==> config.mk <==
export PLATFORM = sky130hd
export DESIGN_NAME = pss_tracker_flat
export DESIGN_NICKNAME = d
export VERILOG_FILES = /design/src/rtl/pss_tracker_pkg.sv /design/src/rtl/pss_tracker_if.sv /design/src/rtl/pss_tracker.sv /design/src/flat_wrapper.sv
export SDC_FILE = /design/constraint.sdc
export NUM_CORES = 1
export LEC_CHECK = 0
export CAP_MARGIN = 20
export CORE_ASPECT_RATIO = 1.25
export CORE_MARGIN = 8
export CORE_UTILIZATION = 25
export CTS_CLUSTER_SIZE = 12
export DETAILED_ROUTE_END_ITERATION = 8
export SYNTH_ARGS = -nofsm -noshare
export SYNTH_HDL_FRONTEND = slang
export SYNTH_SLANG_ARGS = --single-unit
==> constraint.sdc <==
create_clock -name clk_i -period 2.36 [get_ports clk_i]
set_input_delay 0.354 -clock clk_i [delete_from_list [all_inputs] [get_ports clk_i]]
set_output_delay 0.354 -clock clk_i [all_outputs]
set_load 0.1 [all_outputs]
==> src/rtl/pss_tracker_pkg.sv <==
// pss_tracker_pkg: detector mode encodings and default timing constants.
// Latency: n/a (types and constants only).
// Backpressure: n/a.
//
// The mode encoding is shared with the PSS detector's mode_i input, so the
// values must not be renumbered.
package pss_tracker_pkg;

   typedef enum logic [1:0] {
      MODE_SEARCH = 2'd0,
      MODE_FIND   = 2'd1,
      MODE_PAUSE  = 2'd2
   } mode_e;

   // 20 ms SSB period at 1.92 MSPS, +/-100 sample find window.
   localparam int DEF_SSB_INTERVAL    = 38400;
   localparam int DEF_TRACK_TOLERANCE = 100;
   localparam int DEF_MAX_MISSES      = 3;

endpackage

==> src/rtl/pss_tracker_if.sv <==
// pss_tracker_if: detector <-> tracker signal bundle.
// Latency: n/a (wiring only).
// Backpressure: none; strobes and detection pulses are single-cycle events.
//
// Ports (signal names follow the tracker's point of view):
//   s_axis_in_tvalid, N_id_2_i, N_id_2_valid_i   detector side -> tracker
//   mode_o, requested_N_id_2_o                   tracker -> detector control
//   locked_o, ssb_start_o, lost_o,
//   sample_cnt_o, miss_cnt_o                     tracker status
// master: the side producing samples/detections (detector or bench).
// slave : the tracker.
interface pss_tracker_if #(
   parameter int CNT_DW = 16,
   parameter int MISS_W = 2
);
   logic              s_axis_in_tvalid;
   logic [1:0]        N_id_2_i;
   logic              N_id_2_valid_i;
   logic [1:0]        mode_o;
   logic [1:0]        requested_N_id_2_o;
   logic              locked_o;
   logic              ssb_start_o;
   logic              lost_o;
   logic [CNT_DW-1:0] sample_cnt_o;
   logic [MISS_W-1:0] miss_cnt_o;

   modport master (
      output s_axis_in_tvalid, N_id_2_i, N_id_2_valid_i,
      input  mode_o, requested_N_id_2_o, locked_o, ssb_start_o, lost_o,
             sample_cnt_o, miss_cnt_o
   );

   modport slave (
      input  s_axis_in_tvalid, N_id_2_i, N_id_2_valid_i,
      output mode_o, requested_N_id_2_o, locked_o, ssb_start_o, lost_o,
             sample_cnt_o, miss_cnt_o
   );
endinterface

==> src/rtl/pss_tracker.sv <==
// pss_tracker: SSB timing tracker closing the loop around the PSS detector.
// Latency: 1 cycle from strobe/detection input to every registered output.
// Backpressure: none; every strobe and detection pulse is consumed, never stalls.
//
// Ports:
//   clk_i     detector clock
//   reset_ni  asynchronous active-low reset
//   bus       pss_tracker_if.slave: sample strobe and detections in; detector
//             mode, requested N_id_2, lock state, ssb_start/lost pulses and
//             the sample/miss counters out.
// The bus instance must be built with CNT_DW and MISS_W matching this module.
// MAX_MISSES must be at least 1.
module pss_tracker
   import pss_tracker_pkg::*;
#(
   parameter int SSB_INTERVAL    = DEF_SSB_INTERVAL,
   parameter int TRACK_TOLERANCE = DEF_TRACK_TOLERANCE,
   parameter int MAX_MISSES      = DEF_MAX_MISSES,
   parameter int CNT_DW          = $clog2(SSB_INTERVAL + TRACK_TOLERANCE + 1)
) (
   input  logic        clk_i,
   input  logic        reset_ni,
   pss_tracker_if.slave bus
);

   localparam int MISS_W = $clog2(MAX_MISSES + 1);

   // Last count of the pause phase: the strobe seen at this count opens FIND.
   localparam logic [CNT_DW-1:0] PAUSE_END = CNT_DW'(SSB_INTERVAL - TRACK_TOLERANCE - 1);
   // Last count of the find window: a strobe here without a hit is a miss.
   localparam logic [CNT_DW-1:0] WIN_END   = CNT_DW'(SSB_INTERVAL + TRACK_TOLERANCE - 1);
   // Coasting re-anchors onto the nominal grid: the window opened TOLERANCE
   // samples before the expected SSB, so "now" is TOLERANCE past it.
   localparam logic [CNT_DW-1:0] COAST_CNT = CNT_DW'(TRACK_TOLERANCE);
   // miss_cnt value at which one more miss abandons tracking.
   localparam logic [MISS_W-1:0] MISS_LAST = MISS_W'(MAX_MISSES - 1);

   mode_e             state_q;
   logic [1:0]        req_q;
   logic              locked_q;
   logic              ssb_start_q;
   logic              lost_q;
   logic [CNT_DW-1:0] cnt_q;
   logic [MISS_W-1:0] miss_q;

   logic hit;
   logic expiry;

   assign hit    = bus.N_id_2_valid_i && (bus.N_id_2_i == req_q);
   assign expiry = bus.s_axis_in_tvalid && (cnt_q == WIN_END);

   always_ff @(posedge clk_i or negedge reset_ni) begin
      if (!reset_ni) begin
         state_q     <= MODE_SEARCH;
         req_q       <= 2'd0;
         locked_q    <= 1'b0;
         ssb_start_q <= 1'b0;
         lost_q      <= 1'b0;
         cnt_q       <= '0;
         miss_q      <= '0;
      end else begin
         ssb_start_q <= 1'b0;
         lost_q      <= 1'b0;
         case (state_q)
            MODE_SEARCH: begin
               // Any detection is accepted, with or without a strobe; the
               // detection sample itself is count 0.
               if (bus.N_id_2_valid_i) begin
                  req_q       <= bus.N_id_2_i;
                  cnt_q       <= '0;
                  miss_q      <= '0;
                  ssb_start_q <= 1'b1;
                  state_q     <= MODE_PAUSE;
               end
            end

            MODE_PAUSE: begin
               // Detections are deliberately ignored while the correlators idle.
               if (bus.s_axis_in_tvalid) begin
                  cnt_q <= cnt_q + CNT_DW'(1);
                  if (cnt_q == PAUSE_END) begin
                     state_q <= MODE_FIND;
                  end
               end
            end

            MODE_FIND: begin
               // The hit check comes first so a hit on the expiry strobe wins
               // and is not counted as a miss.
               if (hit) begin
                  cnt_q       <= '0;
                  miss_q      <= '0;
                  locked_q    <= 1'b1;
                  ssb_start_q <= 1'b1;
                  state_q     <= MODE_PAUSE;
               end else if (expiry) begin
                  if (miss_q == MISS_LAST) begin
                     cnt_q    <= '0;
                     miss_q   <= '0;
                     locked_q <= 1'b0;
                     lost_q   <= 1'b1;
                     state_q  <= MODE_SEARCH;
                  end else begin
                     cnt_q   <= COAST_CNT;
                     miss_q  <= miss_q + MISS_W'(1);
                     state_q <= MODE_PAUSE;
                  end
               end else if (bus.s_axis_in_tvalid) begin
                  cnt_q <= cnt_q + CNT_DW'(1);
               end
            end

            default: begin
               state_q <= MODE_SEARCH;
            end
         endcase
      end
   end

   assign bus.mode_o             = state_q;
   assign bus.requested_N_id_2_o = req_q;
   assign bus.locked_o           = locked_q;
   assign bus.ssb_start_o        = ssb_start_q;
   assign bus.lost_o             = lost_q;
   assign bus.sample_cnt_o       = cnt_q;
   assign bus.miss_cnt_o         = miss_q;

endmodule

==> src/flat_wrapper.sv <==
// flat-port wrapper written by rule: the top's interface ports become plain ports
module pss_tracker_flat import pss_tracker_pkg::*;
#(
   parameter int SSB_INTERVAL    = DEF_SSB_INTERVAL,
   parameter int TRACK_TOLERANCE = DEF_TRACK_TOLERANCE,
   parameter int MAX_MISSES      = DEF_MAX_MISSES,
   parameter int CNT_DW          = $clog2(SSB_INTERVAL + TRACK_TOLERANCE + 1)
)
  (clk_i, reset_ni, bus_s_axis_in_tvalid, bus_N_id_2_i, bus_N_id_2_valid_i, bus_mode_o, bus_requested_N_id_2_o, bus_locked_o, bus_ssb_start_o, bus_lost_o, bus_sample_cnt_o, bus_miss_cnt_o);
  pss_tracker_if #(.CNT_DW(CNT_DW), .MISS_W(($clog2((2) + 1)))) bus_i ();
  input  logic clk_i;
  input  logic reset_ni;
  input wire logic [$bits(bus_i.s_axis_in_tvalid)-1:0] bus_s_axis_in_tvalid;
  input wire logic [$bits(bus_i.N_id_2_i)-1:0] bus_N_id_2_i;
  input wire logic [$bits(bus_i.N_id_2_valid_i)-1:0] bus_N_id_2_valid_i;
  output wire logic [$bits(bus_i.mode_o)-1:0] bus_mode_o;
  output wire logic [$bits(bus_i.requested_N_id_2_o)-1:0] bus_requested_N_id_2_o;
  output wire logic [$bits(bus_i.locked_o)-1:0] bus_locked_o;
  output wire logic [$bits(bus_i.ssb_start_o)-1:0] bus_ssb_start_o;
  output wire logic [$bits(bus_i.lost_o)-1:0] bus_lost_o;
  output wire logic [$bits(bus_i.sample_cnt_o)-1:0] bus_sample_cnt_o;
  output wire logic [$bits(bus_i.miss_cnt_o)-1:0] bus_miss_cnt_o;
  assign bus_i.s_axis_in_tvalid = bus_s_axis_in_tvalid;
  assign bus_i.N_id_2_i = bus_N_id_2_i;
  assign bus_i.N_id_2_valid_i = bus_N_id_2_valid_i;
  assign bus_mode_o = bus_i.mode_o;
  assign bus_requested_N_id_2_o = bus_i.requested_N_id_2_o;
  assign bus_locked_o = bus_i.locked_o;
  assign bus_ssb_start_o = bus_i.ssb_start_o;
  assign bus_lost_o = bus_i.lost_o;
  assign bus_sample_cnt_o = bus_i.sample_cnt_o;
  assign bus_miss_cnt_o = bus_i.miss_cnt_o;
  pss_tracker #(.SSB_INTERVAL(SSB_INTERVAL), .TRACK_TOLERANCE(TRACK_TOLERANCE), .MAX_MISSES(MAX_MISSES), .CNT_DW(CNT_DW)) u_core (.clk_i(clk_i), .reset_ni(reset_ni), .bus(bus_i));
endmodule
# Yosys cells after proc, flatten, opt, wreduce, memory -nomap -nowiden
# Cells that the tools add are included.
[word_totals]
output_inout_bits = 25
input_bits = 6
ff_bits = 25
word_cells = 59
[op_classes]
n_eq_ne = 10
reduce_logical = 12
muxes = 28
addsub = 2
[op_table]
columns = ["operator", "n"]
rows = [
  ["16-bit two-way mux", 4],
  ["16-bit case mux with 3 select lines", 1],
  ["16-bit equality test (second input constant)", 2],
  ["2-bit two-way mux", 10],
  ["16-bit by 1-bit adder with 16-bit output (second input constant)", 1],
  ["1-bit two-way mux", 9],
  ["7-bit two-way mux", 1],
  ["2-bit case mux with 3 select lines", 1],
  ["3-bit AND reduction", 2],
  ["2-bit nonzero test", 3],
  ["2-bit equality test (second input constant)", 2],
  ["2-bit != test (second input constant)", 2],
  ["2-bit case mux with 2 select lines", 1],
  ["2-bit AND reduction", 2],
  ["4-bit AND reduction", 1],
  ["3-bit by 1-bit != test with 1-bit output (second input constant)", 1],
  ["3-bit nonzero test", 1],
  ["2-bit by 1-bit adder with 2-bit output (second input constant)", 1],
  ["2-bit by 1-bit equality test with 1-bit output (second input constant)", 1],
  ["2-bit equality test", 1],
  ["1-bit logical AND", 2],
  ["2-bit logical NOT", 1],
  ["2-bit by 1-bit != test with 1-bit output (second input constant)", 1],
  ["1-bit case mux with 2 select lines", 1],
]

# Logic depth before layout (Yosys ltp)
# Gate-level depths: netlist (run 1).
[logic_depth]
depth_word = 5
mapped_depth = 8
depth_no_buf = 7

# Worst setup path after synthesis (run 1)
# OpenSTA, ideal clock, no wires.
[synth_timing]
kind = "flip-flop to flip-flop"
start = "reg u_core.state_q[0], in the netlist u_core.bus.mode_o[0]"
end = "reg u_core.cnt_q[10], in the netlist u_core.bus.sample_cnt_o[10]"
t_required_ps = 2288
path_slack_ps = -143
setup_time_ps = 72
synth_period_minus_slack_ps = 2503
n_path_buf = 1
arrival_ps = 2431
path_stages_with_launch = 9
path_cell_list = "dfrtp_1 > inv_1 > ha_1 > nor2b_1 > buf_2 > nor3_2 > nand4_1 > xor2_1 > nor2_2"
[synth_between]
elab_chain_len = 3
elab_cells_between_ends = 7
cone_classes = "3 x eq/ne; 1 x mux; 3 x reduce/logical"
[synth_lines]
columns = ["element", "line_no", "text"]
rows = [
  ["start, declared", "pss_tracker.sv:38", "mode_e state_q;"],
  ["start signal, assigned", "pss_tracker.sv:54", "state_q <= MODE_SEARCH;"],
  ["start signal, assigned", "pss_tracker.sv:73", "state_q <= MODE_PAUSE;"],
  ["start signal, assigned", "pss_tracker.sv:82", "state_q <= MODE_FIND;"],
  ["2-bit equality test, or another cell as far along", "pss_tracker.sv:64", "case (state_q)"],
  ["3-bit nonzero test (no source line) or 2-bit != test (tied branches)", "-", ""],
  ["2-bit AND reduction (no source line)", "-", ""],
  ["end signal, assigned", "pss_tracker.sv:80", "cnt_q <= cnt_q + CNT_DW'(1);"],
  ["end signal, assigned", "pss_tracker.sv:109", "cnt_q <= cnt_q + CNT_DW'(1);"],
  ["end, declared", "pss_tracker.sv:43", "logic [CNT_DW-1:0] cnt_q;"],
]
# Parallel ways exist; a longest one is shown, timed or not.
# A chain may end at the register's enable or synchronous reset.

# Final worst setup path (run 1)
[layout_timing]
start = "reg u_core.cnt_q[8], in the netlist u_core.bus.sample_cnt_o[8]"
end = "reg u_core.state_q[1], in the netlist u_core.bus.mode_o[1]"
[layout_between]
elab_chain_len = 4
elab_cells_between_ends = 6
cone_classes = "4 x eq/ne; 2 x reduce/logical"
[layout_lines]
columns = ["element", "line_no", "text"]
rows = [
  ["16-bit equality test", "pss_tracker.sv:50", "assign expiry = bus.s_axis_in_tvalid && (cnt_q == WIN_END);"],
  ["1-bit logical AND", "pss_tracker.sv:50", ""],
  ["3-bit by 1-bit != test with 1-bit output (no source line)", "-", ""],
  ["4-bit AND reduction (no source line) (*)", "-", ""],
]
# Every way passes the cells marked *; elsewhere a longest branch is shown, timed or not.

==> results_tabular.tex, run 1 <==
\begin{tabular}{lr}
\hline
Metric & Value \\
\hline
\multicolumn{2}{l}{\textbf{Clocking}} \\
\quad Largest buffer count on any clock path & 2 \\
\quad Count of hold-fix buffers inserted at cts & 0 \\
\quad Max H-tree Level & 1 \\
\quad Later-pin clock latency in the skew report & 0.27 ns \\
\quad Clock-pin slew on the worst setup and hold paths & 0.09 ns \\
\quad CTS buffer count & 3 \\
\quad Setup Fix Bufs, Post-CTS & 0 \\
\quad Clock tree sinks & 25 \\
\quad Buffer cell driving the clock tree root & clkbuf\_8 \\
\quad CTS tree & yes \\
\quad Resized Gates After CTS & 0 \\
\multicolumn{2}{l}{\textbf{Worst setup path}} \\
\quad Worst setup path category & flop to flop \\
\quad Reg2reg path depth & 5 \\
\quad Type of destination of the critical path & flop \\
\quad CP required & 2.52 ns \\
\quad Startpoint type of the worst setup path & flop \\
\quad Setup slack of the worst register-to-register path & 0.34 ns \\
\quad Critical path data arrival time & 2.18 ns \\
\quad Largest fanout on the critical path & 7 \\
\quad Startpoint of the most critical register-to-register path & u\_core.bus.sample\_cnt\_o[8]\$\_DFFE\_PN0P\_ \\
\quad Crit Reg-Reg Endpoint & u\_core.bus.mode\_o[1]\$\_DFFE\_PN0P\_ \\
\multicolumn{2}{l}{\textbf{STA}} \\
\quad Worst Slack Setup Final & 0.344 ns \\
\quad Final slew viol count & 0 \\
\quad Worst relative slew slack & 57.0\% \\
\quad Post-layout min period & 2.02 ns \\
\quad Total negative setup slack & 0 ns \\
\quad Share of the clock period used by the worst path after layout & 85.4\% \\
\quad Pin slew with the least headroom to its limit & 0.644 ns \\
\quad Worst Clk Skew & 0.00759 ns \\
\quad Timing-limited maximum frequency & 0.496 GHz \\
\quad Hold Vio Cnt, Final & 0 \\
\quad \# setup viols final & 0 \\
\quad RSZ-0062 raised after global routing & no \\
\multicolumn{2}{l}{\textbf{Floorplanning}} \\
\quad Std-Cell Rows & 32 \\
\quad Chip width & 86.1 microns \\
\quad Area of the core & 6050 sq um \\
\quad DIE HEIGHT & 104 microns \\
\quad \# IOs & 31 \\
\quad Initial core utilization & 25.4\% \\
\quad Overall die area & 8910 sq um \\
\multicolumn{2}{l}{\textbf{Route}} \\
\quad DRC Markers & 0 \\
\quad Final routed wire length divided by cell count & 13.3 microns \\
\quad Vias per inst & 4.59 \\
\quad Wire length after detailed routing & 3.57 mm \\
\quad Number of nets with antenna violations after detailed routing & 0 \\
\quad Router iterations before antenna repair & 4 \\
\quad Detailed router's first-iteration violation count & 50 \\
\quad Number of vias in the routed layout & 1231 \\
\multicolumn{2}{l}{\textbf{Logic synthesis}} \\
\quad Sequential-to-total area share from yosys stat & 40.8\% \\
\quad Synthesized area & 1530 sq um \\
\quad Number of enable flip-flop cells after synthesis & 0 \\
\quad Largest cells by area after synthesis & dfrtp\_1 41\%, a22o\_1 5.1\%, ha\_1 4.9\%, xor2\_1 4.0\%, nand4\_1 3.3\% \\
\quad Yosys top cell area share & 40.8\% \\
\quad Biggest area consumer among synthesized cells & dfrtp\_1 \\
\quad Post-synth net total & 159 \\
\quad Number of warnings printed during yosys synthesis & 0 \\
\quad Syn avg cell area & 10.4 sq um \\
\quad Number of instances in the synthesized netlist & 147 \\
\quad Primary flip-flop cell chosen by synthesis mapping & dfrtp\_1 \\
\quad Share of flip-flops with an asynchronous set or reset & 100\% \\
\quad Count of distinct cell types in the synthesized netlist & 43 \\
\quad Flop and latch count out of synthesis & 25 \\
\multicolumn{2}{l}{\textbf{GRT}} \\
\quad Antenna violations before repair & 0 \\
\quad Overflow left after global routing & 0 \\
\quad Maximum number of pins on one net before global-route repair & 26 \\
\quad Wire length of the first global-routing pass & 6.22 mm \\
\quad Overall fraction of global-route tracks in use & 8.43\% \\
\quad Number of global-route vias before repair & 1235 \\
\multicolumn{2}{l}{\textbf{Final layout}} \\
\quad Most frequent standard cell in the layout excluding fill and tap cells & buf\_4 \\
\quad Nets & 196 \\
\quad Relative area change from synthesis to final layout & 26.7\% \\
\quad Final Cell Area & 1940 sq um \\
\quad Fraction of final layout cells with drive strength greater than 1 & 35.5\% \\
\quad Most frequent cells in the layout & 30 x buf\_4, 20 x dfrtp\_1, 11 x nand2\_1, 9 x a22o\_1 \\
\quad Antenna diode count & 0 \\
\quad Non-filler cells, final & 268 \\
\multicolumn{2}{l}{\textbf{Flow run}} \\
\quad Number of violations of the max-capacitance limit & 0 \\
\multicolumn{2}{l}{\textbf{Power and ir drop}} \\
\quad Power density over the cells & 804 nW/um\^{}2 \\
\quad Lkg Pwr & 0.867 nW \\
\quad Max rail drop VDD & 0.431 mV \\
\multicolumn{2}{l}{\textbf{Place}} \\
\quad Post-place setup slack & 0.174 ns \\
\quad Final HPWL DP & 2.78 mm \\
\quad Placed cell count & 264 \\
\quad Cell area after placement & 1900 sq um \\
\quad Port buffer count & 30 \\
\quad Global placement routability congestion & 0.854 \\
\multicolumn{2}{l}{\textbf{Status}} \\
\quad Outcome & finished, final reports clean \\
\multicolumn{2}{l}{\textbf{Worst hold path}} \\
\quad Worst Hold Class & input port to asynchronous set/reset pin \\
\hline
\end{tabular}
## Yosys cell counts, types with 2 or more instances
master    count
nand4_1       8
nor2_1        4
nor4_1        2
and2_4        2
xor2_1        7
inv_1         6
nand2_1      11
and2_1        2
o21ai_0       2
buf_2         2
nor3_1        6
and3_1        4
xnor2_1       2
nand3_1       3
ha_1          6
a22o_1        9
o21ai_2       2
nor2b_1       4
o21ai_1       7
mux2_2        2
dfrtp_1      25
nand2b_1      2
nor2_2        8
nor3_2        2
## worst max-delay path, cell delays in order (launching register included)
cell and delay, ns:
dfrtp_1 0.45, nor4_2 0.47, nand4_4 0.22, and2_4 0.22, a211oi_2 0.20, mux2_1 0.34
## area by class of cell
class,instances,area [sq um]
tap,85,106
multi-input combinational,113,861
inverter,6,22.5
clock buffer,3,41.3
sequential,25,632
timing repair buffer,35,275
fill,644,4100
clock inverter,1,5.00
## cells by family after synthesis
family | share of synthesized area [%]
buf+inv | 3.10
xor+xnor | 5.14
simple gates | 28.5
compound gates | 15.4
fa+ha+maj | 4.89
mux | 2.20
flops | 40.8
## layer usage
layer,vias to the layer above,global-route usage (%),wire length [microns]
li1,616,-,-
met1,577,10.5,1590
met2,34,13.1,1700
met3,4,2.13,209
met4,0,4.15,65
met5,-,0,0
## registers in the layout, summed over array words and instances (netlist names)
register and cells:
u_core.bus.miss_cnt_o 2, u_core.bus.sample_cnt_o 16, u_core.bus.ssb_start_o 1, u_core.bus.requested_N_id_2_o 2
u_core.bus.mode_o 2, u_core.bus.lost_o 1, u_core.bus.locked_o 1
## worst max-delay path by stage
stage / startpoint / end / slack, ns / cells after the start
CTS: u_core.bus.sample_cnt_o[8]$_DFFE_PN0P_ / u_core.bus.mode_o[1]$_DFFE_PN0P_ / 0.32 / 5
global placement: bus_s_axis_in_tvalid / u_core.bus.mode_o[1]$_DFFE_PN0P_ / 0.20 / 6
finish: u_core.bus.sample_cnt_o[8]$_DFFE_PN0P_ / u_core.bus.mode_o[1]$_DFFE_PN0P_ / 0.34 / 5
detailed placement: bus_s_axis_in_tvalid / u_core.bus.mode_o[1]$_DFFE_PN0P_ / 0.17 / 6
global route: u_core.bus.sample_cnt_o[8]$_DFFE_PN0P_ / u_core.bus.mode_o[1]$_DFFE_PN0P_ / 0.22 / 5
floorplan: u_core.bus.sample_cnt_o[9]$_DFFE_PN0P_ / u_core.bus.mode_o[1]$_DFFE_PN0P_ / 0.009 / 5
## report_power, final
group | leakage, nW | total (mW) | switching [mW] | internal, mW
sequential | 0.333 | 0.514 | 0.0414 | 0.473
clock | 0.0255 | 0.257 | 0.139 | 0.118
combinational | 0.508 | 0.791 | 0.565 | 0.225
total | 0.867 | 1.56 | 0.746 | 0.816
## per-stage QoR
stage	power [mW]	hold WS [ns]	utilization [%]
after floorplan	1.18	0.0584	-
after global placement	1.32	0.511	31.4
after detailed placement	1.32	0.514	31.4
after CTS	1.58	0.453	32.1
after global routing	1.66	0.472	32.1
final	1.56	0.440	32.1
No activity file was read; power rests on OpenSTA's default activity.
==> run 2: changes to the inputs <==
==> constraint.sdc (replaced) <==
create_clock -name clk_i -period 2.36 [get_ports clk_i]
set_input_delay 0.354 -clock clk_i [delete_from_list [all_inputs] [get_ports clk_i]]
set_output_delay 0.354 -clock clk_i [all_outputs]
set_load 0.02 [all_outputs]
==> results_tabular.tex, run 2 (synthesized netlist as in run 1, its figures left out) <==
\begin{tabular}{lr}
\hline
Metric & Value \\
\hline
\multicolumn{2}{l}{\textbf{Worst hold path}} \\
\quad Worst Hold Class & input port to asynchronous set/reset pin \\
\multicolumn{2}{l}{\textbf{Final layout}} \\
\quad Final Cell Area & 2000 sq um (+2.8\%) \\
\quad Relative area change from synthesis to final layout & 30.3\% \\
\quad Flip-flop count of the largest register, all copies and words added & 16 (unchanged) \\
\quad Nets & 196 (unchanged) \\
\quad Most frequent cells in the layout & 30 x clkdlybuf4s50\_1, 25 x dfrtp\_1, 11 x nand2\_1, 9 x a22o\_1 \\
\quad Antenna diode count & 0 (unchanged) \\
\quad Layout filler cell count & 632 (-1.9\%) \\
\quad Fraction of final layout cells with drive strength greater than 1 & 18.6\% (-17 points) \\
\quad Post-route core utilization & 33.1\% (+0.91 points) \\
\quad Non-filler cells, final & 268 (unchanged) \\
\quad Most frequent standard cell in the layout excluding fill and tap cells & clkdlybuf4s50\_1 \\
\multicolumn{2}{l}{\textbf{Floorplanning}} \\
\quad Overall die area & 8910 sq um (unchanged) \\
\quad \# IOs & 31 (unchanged) \\
\quad Std-Cell Rows & 32 (unchanged) \\
\quad Chip width & 86.1 microns (unchanged) \\
\quad Initial core utilization & 25.4\% (unchanged) \\
\quad DIE HEIGHT & 104 microns (unchanged) \\
\quad Area of the core & 6050 sq um (unchanged) \\
\multicolumn{2}{l}{\textbf{Clocking}} \\
\quad CTS tree & yes \\
\quad CTS buffer count & 3 (unchanged) \\
\quad Clock-pin slew on the worst setup and hold paths & 0.09 ns (about the same) \\
\quad Later-pin clock latency in the skew report & 0.27 ns (about the same) \\
\quad Largest buffer count on any clock path & 2 (unchanged) \\
\quad Clock tree sinks & 25 (unchanged) \\
\quad Buffer cell driving the clock tree root & clkbuf\_8 \\
\quad Count of hold-fix buffers inserted at cts & 0 (unchanged) \\
\quad Resized Gates After CTS & 0 (unchanged) \\
\quad Setup Fix Bufs, Post-CTS & 0 (unchanged) \\
\quad Max H-tree Level & 1 (unchanged) \\
\multicolumn{2}{l}{\textbf{Power and ir drop}} \\
\quad Overall power of the completed layout & 1.33 mW (-15\%) \\
\quad Max rail drop VDD & 0.304 mV (-30\%) \\
\quad Power density over the cells & 663 nW/um\^{}2 (-18\%) \\
\quad Lkg Pwr & 0.825 nW (-4.9\%) \\
\multicolumn{2}{l}{\textbf{STA}} \\
\quad \# setup viols final & 0 (unchanged) \\
\quad Total negative setup slack & 0 ns (unchanged) \\
\quad Post-layout min period & 2.05 ns (+0.0307 ns) \\
\quad Final slew viol count & 0 (unchanged) \\
\quad Pin slew with the least headroom to its limit & 0.760 ns (+0.116 ns) \\
\quad Timing-limited maximum frequency & 0.489 GHz (-1.5\%) \\
\quad Worst Clk Skew & 0.00163 ns (-0.00595 ns) \\
\quad Hold Vio Cnt, Final & 0 (unchanged) \\
\quad Worst relative slew slack & 49.2\% (-7.8 points) \\
\quad Worst Slack Setup Final & 0.314 ns (-0.0307 ns) \\
\quad Share of the clock period used by the worst path after layout & 86.7\% (+1.3 points) \\
\quad RSZ-0062 raised after global routing & no \\
\quad Hold WS & 0.446 ns (+0.00596 ns) \\
\multicolumn{2}{l}{\textbf{GRT}} \\
\quad Number of global-route vias before repair & 1302 (+5.4\%) \\
\quad Overall fraction of global-route tracks in use & 8.58\% (+0.14 points) \\
\quad Maximum number of pins on one net before global-route repair & 26 (unchanged) \\
\quad Overflow left after global routing & 0 (unchanged) \\
\quad Wire length of the first global-routing pass & 6.27 mm (+0.67\%) \\
\quad Antenna violations before repair & 0 (unchanged) \\
\multicolumn{2}{l}{\textbf{Route}} \\
\quad DRC Markers & 0 (unchanged) \\
\quad Router iterations before antenna repair & 4 (unchanged) \\
\quad Number of vias in the routed layout & 1261 (+2.4\%) \\
\quad Number of nets with antenna violations after detailed routing & 0 (unchanged) \\
\quad Detailed router's first-iteration violation count & 26 (-48\%) \\
\quad Vias per inst & 4.71 (+2.4\%) \\
\quad Wire length after detailed routing & 3.65 mm (+2.4\%) \\
\quad Final routed wire length divided by cell count & 13.6 microns (+2.4\%) \\
\multicolumn{2}{l}{\textbf{Worst setup path}} \\
\quad CP required & 2.53 ns (about the same) \\
\quad Largest fanout on the critical path & 8 (+1) \\
\quad Critical path, cell by cell & inv\_1 > ha\_1 > nor2b\_1 > nor3\_2 > nand4\_1 > xor2\_1 > nor2\_2 \\
\quad Reg2reg path depth & 7 (+2) \\
\quad Start point of the critical path & u\_core.bus.mode\_o[0]\$\_DFFE\_PN0P\_ \\
\quad Worst setup path category & flop to flop \\
\quad Crit Reg-Reg Endpoint & u\_core.bus.sample\_cnt\_o[11]\$\_DFFE\_PN0P\_ \\
\quad Setup slack of the worst register-to-register path & 0.31 ns (-0.03 ns) \\
\quad Worst path max stage delay & 0.63 ns (+0.16 ns) \\
\quad Startpoint type of the worst setup path & flop \\
\quad Critical path data arrival time & 2.22 ns (+0.04 ns) \\
\quad Type of destination of the critical path & flop \\
\quad Max stage delay cell, worst path & nor2b\_1 \\
\quad End point of the critical path & u\_core.bus.sample\_cnt\_o[11]\$\_DFFE\_PN0P\_ \\
\quad Startpoint of the most critical register-to-register path & u\_core.bus.mode\_o[0]\$\_DFFE\_PN0P\_ \\
\multicolumn{2}{l}{\textbf{Status}} \\
\quad Outcome & finished, final reports clean \\
\multicolumn{2}{l}{\textbf{Flow run}} \\
\quad Number of violations of the max-capacitance limit & 0 (unchanged) \\
\multicolumn{2}{l}{\textbf{Place}} \\
\quad Global placement routability congestion & 0.850 (-0.52\%) \\
\quad Cell area after placement & 1950 sq um (+3.0\%) \\
\quad Placed cell count & 264 (unchanged) \\
\quad Post-place setup slack & 0.137 ns (-0.0372 ns) \\
\quad Final HPWL DP & 2.85 mm (+2.3\%) \\
\quad Port buffer count & 30 (unchanged) \\
\hline
\end{tabular}
[run 2: cell count changes in the layout (fill, tap and decap cells not counted)]
cell	delta
clkinv_2	-1
clkbuf_1	+1
dfrtp_1	+5
buf_4	-25
clkdlybuf4s50_1	+25
dfrtp_2	-5
[run 2: worst min path at each step]
stage / from / end / slack [ns]
after floorplan: reset_ni / u_core.bus.locked_o$_DFFE_PN0P_ / 0.06
after global placement: u_core.bus.locked_o$_DFFE_PN0P_ / u_core.bus.locked_o$_DFFE_PN0P_ / 0.49
after detailed placement: u_core.bus.locked_o$_DFFE_PN0P_ / u_core.bus.locked_o$_DFFE_PN0P_ / 0.51
after CTS: reset_ni / u_core.bus.sample_cnt_o[15]$_DFFE_PN0P_ / 0.46
after global routing: reset_ni / u_core.bus.sample_cnt_o[2]$_DFFE_PN0P_ / 0.49
final: reset_ni / u_core.bus.sample_cnt_o[15]$_DFFE_PN0P_ / 0.45
[run 2: report_power, final]
part,switching [mW],internal (mW),total [mW]
Sequential,0.0439,0.469,0.513
Clock,0.142,0.121,0.263
Combinational,0.314,0.235,0.549
Total,0.500,0.825,1.33
[run 2: critical path: cells and delay by family, from the launching register on]
kind	cells	cell delay [ns]
fa+ha+maj	1	0.18
buf+inv	1	0.11
simple gates	4	1.03
flops	1	0.45
xor+xnor	1	0.18
[run 2: layout make-up]
class	instances	area, sq um	area share [%]
inverters	6	22.5	1.13
flip-flops and latches	25	626	31.3
repair buffers	35	338	16.9
clock buffers	4	45.0	2.25
well taps	85	106	5.32
multi-input cells	113	861	43.1
[run 2: routing by layer]
metal | GRT usage [%] | vias up | routed length [microns] | part of all wire (%)
met5 | 0 | - | 0 | 0
met3 | 2.06 | 5 | 212 | 5.8
li1 | - | 611 | - | -
met4 | 4.77 | 0 | 73 | 2.0
met1 | 9.73 | 615 | 1530 | 42
met2 | 14.2 | 30 | 1830 | 50
